## src/rtl/pu_riscv_uart_pkg.sv

```systemverilog
// Shared constants and types for the PU-RISCV Wishbone UART transmitter:
// register offsets, cycle-type codes, serializer states and the reset divisor.
package pu_riscv_uart_pkg;

    localparam logic [1:0] REG_TXDATA  = 2'd0;
    localparam logic [1:0] REG_STATUS  = 2'd1;
    localparam logic [1:0] REG_DIVISOR = 2'd2;

    localparam logic [2:0] CTI_CLASSIC = 3'b000;
    localparam logic [2:0] CTI_EOB     = 3'b111;

    localparam logic [15:0] DIV_DEFAULT = 16'd434;

    typedef enum logic [1:0] {
        IDLE,
        START,
        DATA,
        STOP
    } tx_state_e;

    // Only single (classic or end-of-burst) cycles are served; bursts are refused.
    function automatic logic cti_ok(input logic [2:0] cti);
        return (cti == CTI_CLASSIC) || (cti == CTI_EOB);
    endfunction

endpackage

```

## src/rtl/pu_riscv_uart_tx_fifo.sv

```systemverilog
// Synchronous show-ahead FIFO holding bytes waiting for the UART serializer.
// DEPTH must be a power of two so the pointers wrap on their own.
module pu_riscv_uart_tx_fifo #(
    parameter int DEPTH = 16,
    parameter int WIDTH = 8
) (
    input  logic                     clk,
    input  logic                     rst_n,
    input  logic                     push_i,
    input  logic [WIDTH-1:0]         data_i,
    input  logic                     pop_i,
    output logic [WIDTH-1:0]         data_o,
    output logic                     full_o,
    output logic                     empty_o,
    output logic [$clog2(DEPTH):0]   level_o
);

    localparam int PW = $clog2(DEPTH);
    localparam logic [PW:0] FULL_LEVEL = DEPTH[PW:0];

    logic [WIDTH-1:0] mem_q [DEPTH];
    logic [PW-1:0]    wr_ptr_q;
    logic [PW-1:0]    rd_ptr_q;
    logic [PW:0]      level_q;
    logic             do_push;
    logic             do_pop;

    assign full_o  = (level_q == FULL_LEVEL);
    assign empty_o = (level_q == '0);
    assign level_o = level_q;
    assign data_o  = mem_q[rd_ptr_q];

    assign do_push = push_i & ~full_o;
    assign do_pop  = pop_i & ~empty_o;

    // NOTE: storage has no reset; only the pointers and level define what is valid.
    always_ff @(posedge clk) begin
        if (do_push) begin
            mem_q[wr_ptr_q] <= data_i;
        end
    end

    // NOTE: sequential state is assigned with <= so all registers update together.
    always_ff @(posedge clk or negedge rst_n) begin
        if (!rst_n) begin
            wr_ptr_q <= '0;
            rd_ptr_q <= '0;
            level_q  <= '0;
        end else begin
            if (do_push) begin
                wr_ptr_q <= wr_ptr_q + 1'b1;
            end
            if (do_pop) begin
                rd_ptr_q <= rd_ptr_q + 1'b1;
            end
            case ({do_push, do_pop})
                2'b10:   level_q <= level_q + 1'b1;
                2'b01:   level_q <= level_q - 1'b1;
                default: level_q <= level_q;
            endcase
        end
    end

endmodule

```

## src/rtl/pu_riscv_wb_uart_tx.sv

```systemverilog
// Wishbone B3 slave for the UART-Tx IO region: byte writes feed a TX FIFO that
// drains through an 8N1 serializer; STATUS and DIVISOR are readable.
module pu_riscv_wb_uart_tx #(
    parameter int          AW          = 32,
    parameter int          DW          = 32,
    parameter int          FIFO_DEPTH  = 16,
    parameter logic [15:0] DIV_DEFAULT = pu_riscv_uart_pkg::DIV_DEFAULT
) (
    input  logic            HCLK,
    input  logic            HRESETn,
    input  logic [AW-1:0]   wb_adr_i,
    input  logic [DW-1:0]   wb_dat_i,
    input  logic [DW/8-1:0] wb_sel_i,
    input  logic            wb_we_i,
    input  logic            wb_cyc_i,
    input  logic            wb_stb_i,
    input  logic [2:0]      wb_cti_i,
    input  logic [1:0]      wb_bte_i,
    output logic [DW-1:0]   wb_dat_o,
    output logic            wb_ack_o,
    output logic            wb_err_o,
    output logic            uart_txd,
    output logic            irq_o
);

    import pu_riscv_uart_pkg::REG_TXDATA;
    import pu_riscv_uart_pkg::REG_STATUS;
    import pu_riscv_uart_pkg::REG_DIVISOR;
    import pu_riscv_uart_pkg::cti_ok;
    import pu_riscv_uart_pkg::tx_state_e;
    import pu_riscv_uart_pkg::IDLE;
    import pu_riscv_uart_pkg::START;
    import pu_riscv_uart_pkg::DATA;
    import pu_riscv_uart_pkg::STOP;

    localparam int LW = $clog2(FIFO_DEPTH) + 1;

    logic            ack_q, err_q, gap_q;
    logic [DW-1:0]   dat_q;
    logic [15:0]     div_q;
    tx_state_e       state_q;
    logic            txd_q, irq_q;
    logic [15:0]     timer_q;
    logic [7:0]      shift_q;
    logic [2:0]      bit_q;

    logic            req;
    logic            push, div_we, resp_err;
    logic [DW-1:0]   rdata;
    logic [15:0]     div_wr;
    logic [31:0]     status_w;
    logic            busy, frame_load;
    logic            fifo_full, fifo_empty;
    logic [7:0]      fifo_rdata;
    logic [LW-1:0]   fifo_level;
    logic            unused_bits;

    assign unused_bits = ^{wb_bte_i, wb_adr_i[AW-1:4], wb_adr_i[1:0],
                           wb_dat_i[DW-1:16], wb_sel_i[DW/8-1:1]};

    // The gap cycle after each termination keeps a held strobe from being served twice.
    assign req = wb_cyc_i & wb_stb_i & ~ack_q & ~err_q & ~gap_q;

    assign busy     = (state_q != IDLE);
    assign status_w = {16'b0, 8'(fifo_level), 5'b0, busy, fifo_empty, fifo_full};
    assign div_wr   = (wb_dat_i[15:0] == 16'd0) ? 16'd1 : wb_dat_i[15:0];

    // NOTE: every always_comb output gets a default first, so no path infers a latch.
    always_comb begin
        push     = 1'b0;
        div_we   = 1'b0;
        resp_err = 1'b0;
        rdata    = '0;
        if (!cti_ok(wb_cti_i)) begin
            resp_err = 1'b1;
        end else begin
            case (wb_adr_i[3:2])
                REG_TXDATA: begin
                    if (wb_we_i) begin
                        if (!wb_sel_i[0] || fifo_full) resp_err = 1'b1;
                        else                           push     = 1'b1;
                    end
                end
                REG_STATUS: begin
                    if (!wb_we_i) rdata = DW'(status_w);
                end
                REG_DIVISOR: begin
                    if (wb_we_i) div_we = 1'b1;
                    else         rdata  = DW'(div_q);
                end
                default: resp_err = 1'b1;
            endcase
        end
    end

    always_ff @(posedge HCLK or negedge HRESETn) begin
        if (!HRESETn) begin
            ack_q <= 1'b0;
            err_q <= 1'b0;
            gap_q <= 1'b0;
            dat_q <= '0;
            div_q <= DIV_DEFAULT;
        end else begin
            ack_q <= req & ~resp_err;
            err_q <= req & resp_err;
            gap_q <= ack_q | err_q;
            dat_q <= (req && !resp_err) ? rdata : '0;
            if (req && div_we) begin
                div_q <= div_wr;
            end
        end
    end

    // A new frame starts from IDLE, or straight out of the last STOP clock when data waits.
    assign frame_load = !fifo_empty &&
                        ((state_q == IDLE) || (state_q == STOP && timer_q == 16'd0));

    pu_riscv_uart_tx_fifo #(
        .DEPTH (FIFO_DEPTH),
        .WIDTH (8)
    ) u_fifo (
        .clk     (HCLK),
        .rst_n   (HRESETn),
        .push_i  (req & push),
        .data_i  (wb_dat_i[7:0]),
        .pop_i   (frame_load),
        .data_o  (fifo_rdata),
        .full_o  (fifo_full),
        .empty_o (fifo_empty),
        .level_o (fifo_level)
    );

    // Each bit holds for timer_q counting DIVISOR-1 down to 0, i.e. DIVISOR clocks.
    always_ff @(posedge HCLK or negedge HRESETn) begin
        if (!HRESETn) begin
            state_q <= IDLE;
            txd_q   <= 1'b1;
            irq_q   <= 1'b1;
            timer_q <= '0;
            shift_q <= '0;
            bit_q   <= '0;
        end else begin
            irq_q <= fifo_empty & ~busy;
            unique case (state_q)
                IDLE: begin
                    if (frame_load) begin
                        state_q <= START;
                        txd_q   <= 1'b0;
                        shift_q <= fifo_rdata;
                        timer_q <= div_q - 16'd1;
                    end
                end
                START: begin
                    if (timer_q == 16'd0) begin
                        state_q <= DATA;
                        txd_q   <= shift_q[0];
                        shift_q <= shift_q >> 1;
                        bit_q   <= '0;
                        timer_q <= div_q - 16'd1;
                    end else begin
                        timer_q <= timer_q - 16'd1;
                    end
                end
                DATA: begin
                    if (timer_q == 16'd0) begin
                        timer_q <= div_q - 16'd1;
                        if (bit_q == 3'd7) begin
                            state_q <= STOP;
                            txd_q   <= 1'b1;
                        end else begin
                            txd_q   <= shift_q[0];
                            shift_q <= shift_q >> 1;
                            bit_q   <= bit_q + 3'd1;
                        end
                    end else begin
                        timer_q <= timer_q - 16'd1;
                    end
                end
                STOP: begin
                    if (timer_q == 16'd0) begin
                        if (frame_load) begin
                            state_q <= START;
                            txd_q   <= 1'b0;
                            shift_q <= fifo_rdata;
                            timer_q <= div_q - 16'd1;
                        end else begin
                            state_q <= IDLE;
                        end
                    end else begin
                        timer_q <= timer_q - 16'd1;
                    end
                end
            endcase
        end
    end

    assign wb_ack_o = ack_q;
    assign wb_err_o = err_q;
    assign wb_dat_o = dat_q;
    assign uart_txd = txd_q;
    assign irq_o    = irq_q;

endmodule

```

## config.mk

```make
export PLATFORM = sky130hd
export DESIGN_NAME = pu_riscv_wb_uart_tx
export DESIGN_NICKNAME = d
export VERILOG_FILES = /design/src/rtl/pu_riscv_uart_pkg.sv /design/src/rtl/pu_riscv_uart_tx_fifo.sv /design/src/rtl/pu_riscv_wb_uart_tx.sv
export SDC_FILE = /design/constraint.sdc
export NUM_CORES = 1
export LEC_CHECK = 0
export CORE_MARGIN = 2
export CORE_UTILIZATION = 34
export CTS_CLUSTER_DIAMETER = 120
export DETAILED_ROUTE_END_ITERATION = 10
export PLACE_DENSITY_LB_ADDON = 0.05
export SETUP_SLACK_MARGIN = 0.5
export SLEW_MARGIN = 5
export SYNTH_ARGS = -nofsm -noshare
export SYNTH_HDL_FRONTEND = slang
export SYNTH_SLANG_ARGS = --single-unit
export TNS_END_PERCENT = 5
```

## constraint.sdc

```tcl
create_clock -name HCLK -period 3.51 [get_ports HCLK]
set_input_delay 0.351 -clock HCLK [delete_from_list [all_inputs] [get_ports HCLK]]
set_output_delay 0.351 -clock HCLK [all_outputs]
set_load 0.02 [all_outputs]
```

==> metrics list <==
- Post-detail-place hpwl: 16,400 µm
- Maximum number of pins on one net before global-route repair: 65
- At the end of the flow the core is filled with cells to 41.3%.
- Top FF cell, synth: sky130_fd_sc_hd__edfxtp_1
- Across the run, the number of max-cap violations was 0.
* I/O pin count: 114
- Cells traversed along the worst timing path: inv_1, ha_1, nor4bb_1, and4_4, o21ai_4, inv_4, ha_4, ha_1, a21o_1, a21oi_2, xor2_1, nor2_1, xor2_1
- The worst setup path is captured at a flip-flop.
* Cell type with the highest aggregate area in the netlist: sky130_fd_sc_hd__edfxtp_1
- In the final layout, the share of cells above drive strength 1 is 17.3%.
* Sequential cell area in the final layout: approximately 6000 µm²
- Placement Cell Area: 10,700 µm²
- The first global-routing pass estimated between 30,000 and 40,000 µm of wire.
* Avg WL per Cell: 20.2 µm
- Number of enable flip-flop cells after synthesis: 128
- The clock passes through at most 3 buffers.
- Synthesis produced a netlist whose cell count is 741.
- Routed wire length: 24,500 µm
* First-pass iteration count of the detailed router: 5
- Synth unique cells: 71
* Largest driver fanout on the critical path: 6
- Sequential share of the synthesized area: 60.3%
- For hold timing, the worst endpoint is div_q[13]$_DFFE_PN0P_.
* Tmin final: 2.86 ns
* Clock Skew: 0.0157 ns
- The endpoint identified for the worst register-to-register timing path is u_fifo.level_o[4]$_DFFE_PN0P_.
- Core Rows: 61
- Average footprint of a synthesized cell: 13.0 µm²
* Max Freq: about 350 MHz
- The worst setup path is of the flip-flop to flip-flop kind.
* Critical path launch point type: flip-flop
- Run status: completed
- Net total in the final layout: 917
* Area of the core region: 27,900 µm²
- The detail route stage leaves a number of antenna-violating nets equal to 0.
- In this run the static leakage power is 4.31 nW.
- Once layout is done, the placed cells without fillers occupy 11,500 µm².
- Final worst path period share: 81.4%
- The path class of the tightest hold or removal check is primary input to flip-flop.
* Count of clock tree sinks: 207
* Multi-input gate area: 3570 µm²
- Ranking of synthesized cells by area: sky130_fd_sc_hd__edfxtp_1, sky130_fd_sc_hd__dfrtp_1, sky130_fd_sc_hd__mux4_2
- Total overflow reported by the global router: 0
- Filler cell count: ~2.6k
- The area growth from synthesis to layout is 19.2%.
* Cell area after synthesis: 9660 µm²
* Final Max Slew Viols: 0
- The first routing iteration left 393 violations.
- From left edge to right edge, the die measures about 170 µm.
* Cell depth of the worst flop-to-flop path: 13
- At the pin with the least slew margin, the transition time is 0.887 ns.
- Worst Hold Depth: 2
* Worst flop-to-flop path startpoint: timer_q[0]$_DFF_PN0_
- Finish-stage setup viols: 0
- TritonCTS built the clock tree.
- Dividing total power by cell area gives a power density of 783 nW/µm².
* Port Buffers: 46
- For the worst setup path, the data required time is 3.92 ns.
- By count the netlist is led by sky130_fd_sc_hd__edfxtp_1, sky130_fd_sc_hd__dfrtp_1, sky130_fd_sc_hd__nor2_1, sky130_fd_sc_hd__nand2_1, sky130_fd_sc_hd__mux4_2.
* Maximum vdd ir drop: 395 µV
* Residual DRC: 0
* Worst rel slew slack: roughly two fifths
- Setup total negative slack on the finished layout was measured at 0 ns.
- The final hold violation count is 0.
* Largest stage delay on the critical path: approximately 0.44 ns
- The routed layout has approximately 6.3k vias.
* Gpl congestion: 0.829
- Vias per std cell: between 5 and 6
- Number of antenna violations at the first check in global routing: 0
- CP max stage cell: sky130_fd_sc_hd__dfrtp_1
- Clock Pin Slew Worst Setup and Hold Paths: approximately 0.060 ns
* Number of global-route vias before repair: 6,192
- Clock insertion delay at the later pin of the skew report: 0.54 ns
* Min-delay src: wb_dat_i[13]
- The initial utilization of the core area, before any placement, comes to 34.7%.
- The die is ~170 µm tall.
- Arrival time worst endpoint: 3.27 ns
* Most used standard cell by instance count after synthesis: sky130_fd_sc_hd__edfxtp_1
- Depth of the CTS H-tree: 1
* Proportion of netlist area held by the largest area contributor: 39.8%
- The die covers 29,800 µm².
- After layout, the design draws a total of 9.01 mW.
- Asr flop ratio synth: 38.2%
* Total global-route track usage: between 15 and 20%
* Post-synthesis sequential element count: 207
- During synthesis, Yosys emitted a total of 0 warnings.
* Reg-to-reg slack, setup: 0.65 ns
- Clock buffers created by TritonCTS: 25
- Buffer cell driving the clock tree root: sky130_fd_sc_hd__clkbuf_16
- Setup repair after global routing missed its margin: no
- ANT cells: 0
## cell usage in the layout (no fill, tap or decap), types with 4 or more instances in the layout
master                            netlist  layout
sky130_fd_sc_hd__dfstp_2                7       7
sky130_fd_sc_hd__mux4_2                26      26
sky130_fd_sc_hd__o22ai_1               10      10
sky130_fd_sc_hd__a22o_1                10      10
sky130_fd_sc_hd__nor4_2                 4       4
sky130_fd_sc_hd__mux2_2                 8       8
sky130_fd_sc_hd__nor4_1                18      18
sky130_fd_sc_hd__edfxtp_1             128     128
sky130_fd_sc_hd__a22oi_1                8       8
sky130_fd_sc_hd__buf_4                 21      37
sky130_fd_sc_hd__nor3_1                17      17
sky130_fd_sc_hd__clkbuf_1              18       4
sky130_fd_sc_hd__nand4_1                4       4
sky130_fd_sc_hd__ha_1                  20      19
sky130_fd_sc_hd__nor2_1                59      59
sky130_fd_sc_hd__nand3_1                7       7
sky130_fd_sc_hd__mux2i_1                8       8
sky130_fd_sc_hd__or2_2                  5       5
sky130_fd_sc_hd__inv_1                 20      20
sky130_fd_sc_hd__clkinv_2               0       7
sky130_fd_sc_hd__clkbuf_16              0      25
sky130_fd_sc_hd__a211oi_1              21      21
sky130_fd_sc_hd__nand2b_1               7       7
sky130_fd_sc_hd__and2_1                14      14
sky130_fd_sc_hd__conb_1                 1      16
sky130_fd_sc_hd__o21ai_0               22      22
sky130_fd_sc_hd__a211o_1                5       5
sky130_fd_sc_hd__nor2b_1               18      18
sky130_fd_sc_hd__xnor2_1               16      16
sky130_fd_sc_hd__dfrtp_1               72      70
sky130_fd_sc_hd__a21oi_1               24      23
sky130_fd_sc_hd__nand2_1               57      57
sky130_fd_sc_hd__clkdlybuf4s50_1        0      45
sky130_fd_sc_hd__xor2_1                19      19
sky130_fd_sc_hd__and3_1                 5       4
## per-stage QoR
stage | hold slack (ns) | setup WS (ns) | instances
floorplan | 0.0554 | 0.524 | 756
global placement | 0.464 | 0.318 | 1167
detailed placement | 0.475 | 0.263 | 1167
CTS | 0.451 | 0.505 | 1213
global route | 0.455 | 0.504 | 1214
finish | 0.472 | 0.654 | 1214
## cell type report
type | instances | share of cell area [%]
clock buffer | 29 | 5.56
clock inverter | 16 | 1.53
inverter | 22 | 0.761
multi-input combinational | 479 | 31.0
sequential | 207 | 50.6
tap | 378 | 4.11
timing repair buffer | 83 | 6.41
## logic make-up after synthesis
logic type,after synthesis,share of synthesized area [%]
xor+xnor,35,3.17
mux,42,7.82
fa+ha+maj,21,2.80
simple gates,239,13.3
flops,207,60.3
compound gates,126,8.91
other cells,1,0.0388
buf+inv,70,3.66
## where the power goes
group	internal, mW	switching (mW)	total [mW]
combinational	1.40	1.93	3.33
clock	1.54	1.03	2.56
sequential	2.84	0.284	3.12
total	5.78	3.24	9.01
## routing by layer
| metal | up-vias | share of wire, % | GRT usage, % |
|---|---|---|---|
| li1 | 2895 | - | - |
| met1 | 3182 | 46 | 23.0 |
| met2 | 160 | 47 | 26.4 |
| met3 | 34 | 4.5 | 2.31 |
| met4 | 0 | 1.9 | 3.95 |
| met5 | - | 0 | 0 |
## worst max-delay path by stage
stage                    startpoint  depth (start not counted)  slack [ns]                            end
6_report       timer_q[0]$_DFF_PN0_                         13        0.65  u_fifo.level_o[4]$_DFFE_PN0P_
3_3_place_gp               wb_cyc_i                         13        0.32  u_fifo.level_o[4]$_DFFE_PN0P_
2_1_floorplan    wb_ack_o$_DFF_PN0_                         13        0.52  u_fifo.level_o[4]$_DFFE_PN0P_
5_1_grt          wb_ack_o$_DFF_PN0_                         12        0.50  u_fifo.level_o[4]$_DFFE_PN0P_
4_1_cts          wb_ack_o$_DFF_PN0_                         12        0.50  u_fifo.level_o[4]$_DFFE_PN0P_
3_5_place_dp               wb_cyc_i                         13        0.26  u_fifo.level_o[4]$_DFFE_PN0P_
## registers in the layout, summed over array words and instances, names as in the netlist, 2 cells and up
name,flops
div_q,16
shift_q,8
u_fifo.rd_ptr_q,4
state_q,2
u_fifo.mem_q,128
u_fifo.wr_ptr_q,4
timer_q,16
bit_q,3
u_fifo.level_o,5
wb_dat_o,16
## worst max-delay path: cells and delay by family, from the launching register on
kind,cells,cell delay (ns)
AND/OR/NAND/NOR,3,0.77
adder cells (fa/ha/maj),3,0.62
flip-flops,1,0.44
AO/OA/AOI/OAI,3,0.39
XOR/XNOR,2,0.29
buffers and inverters,2,0.22
## timing repair
item                       4_1_cts  5_1_grt
buffers inserted                 0        1
pin swaps                        0        4
setup endpoints to repair        1        2
hold endpoints to repair        56        0
gates resized for setup          2        5
hold buffers                     1        0
Power figures use the tool's default switching activity.
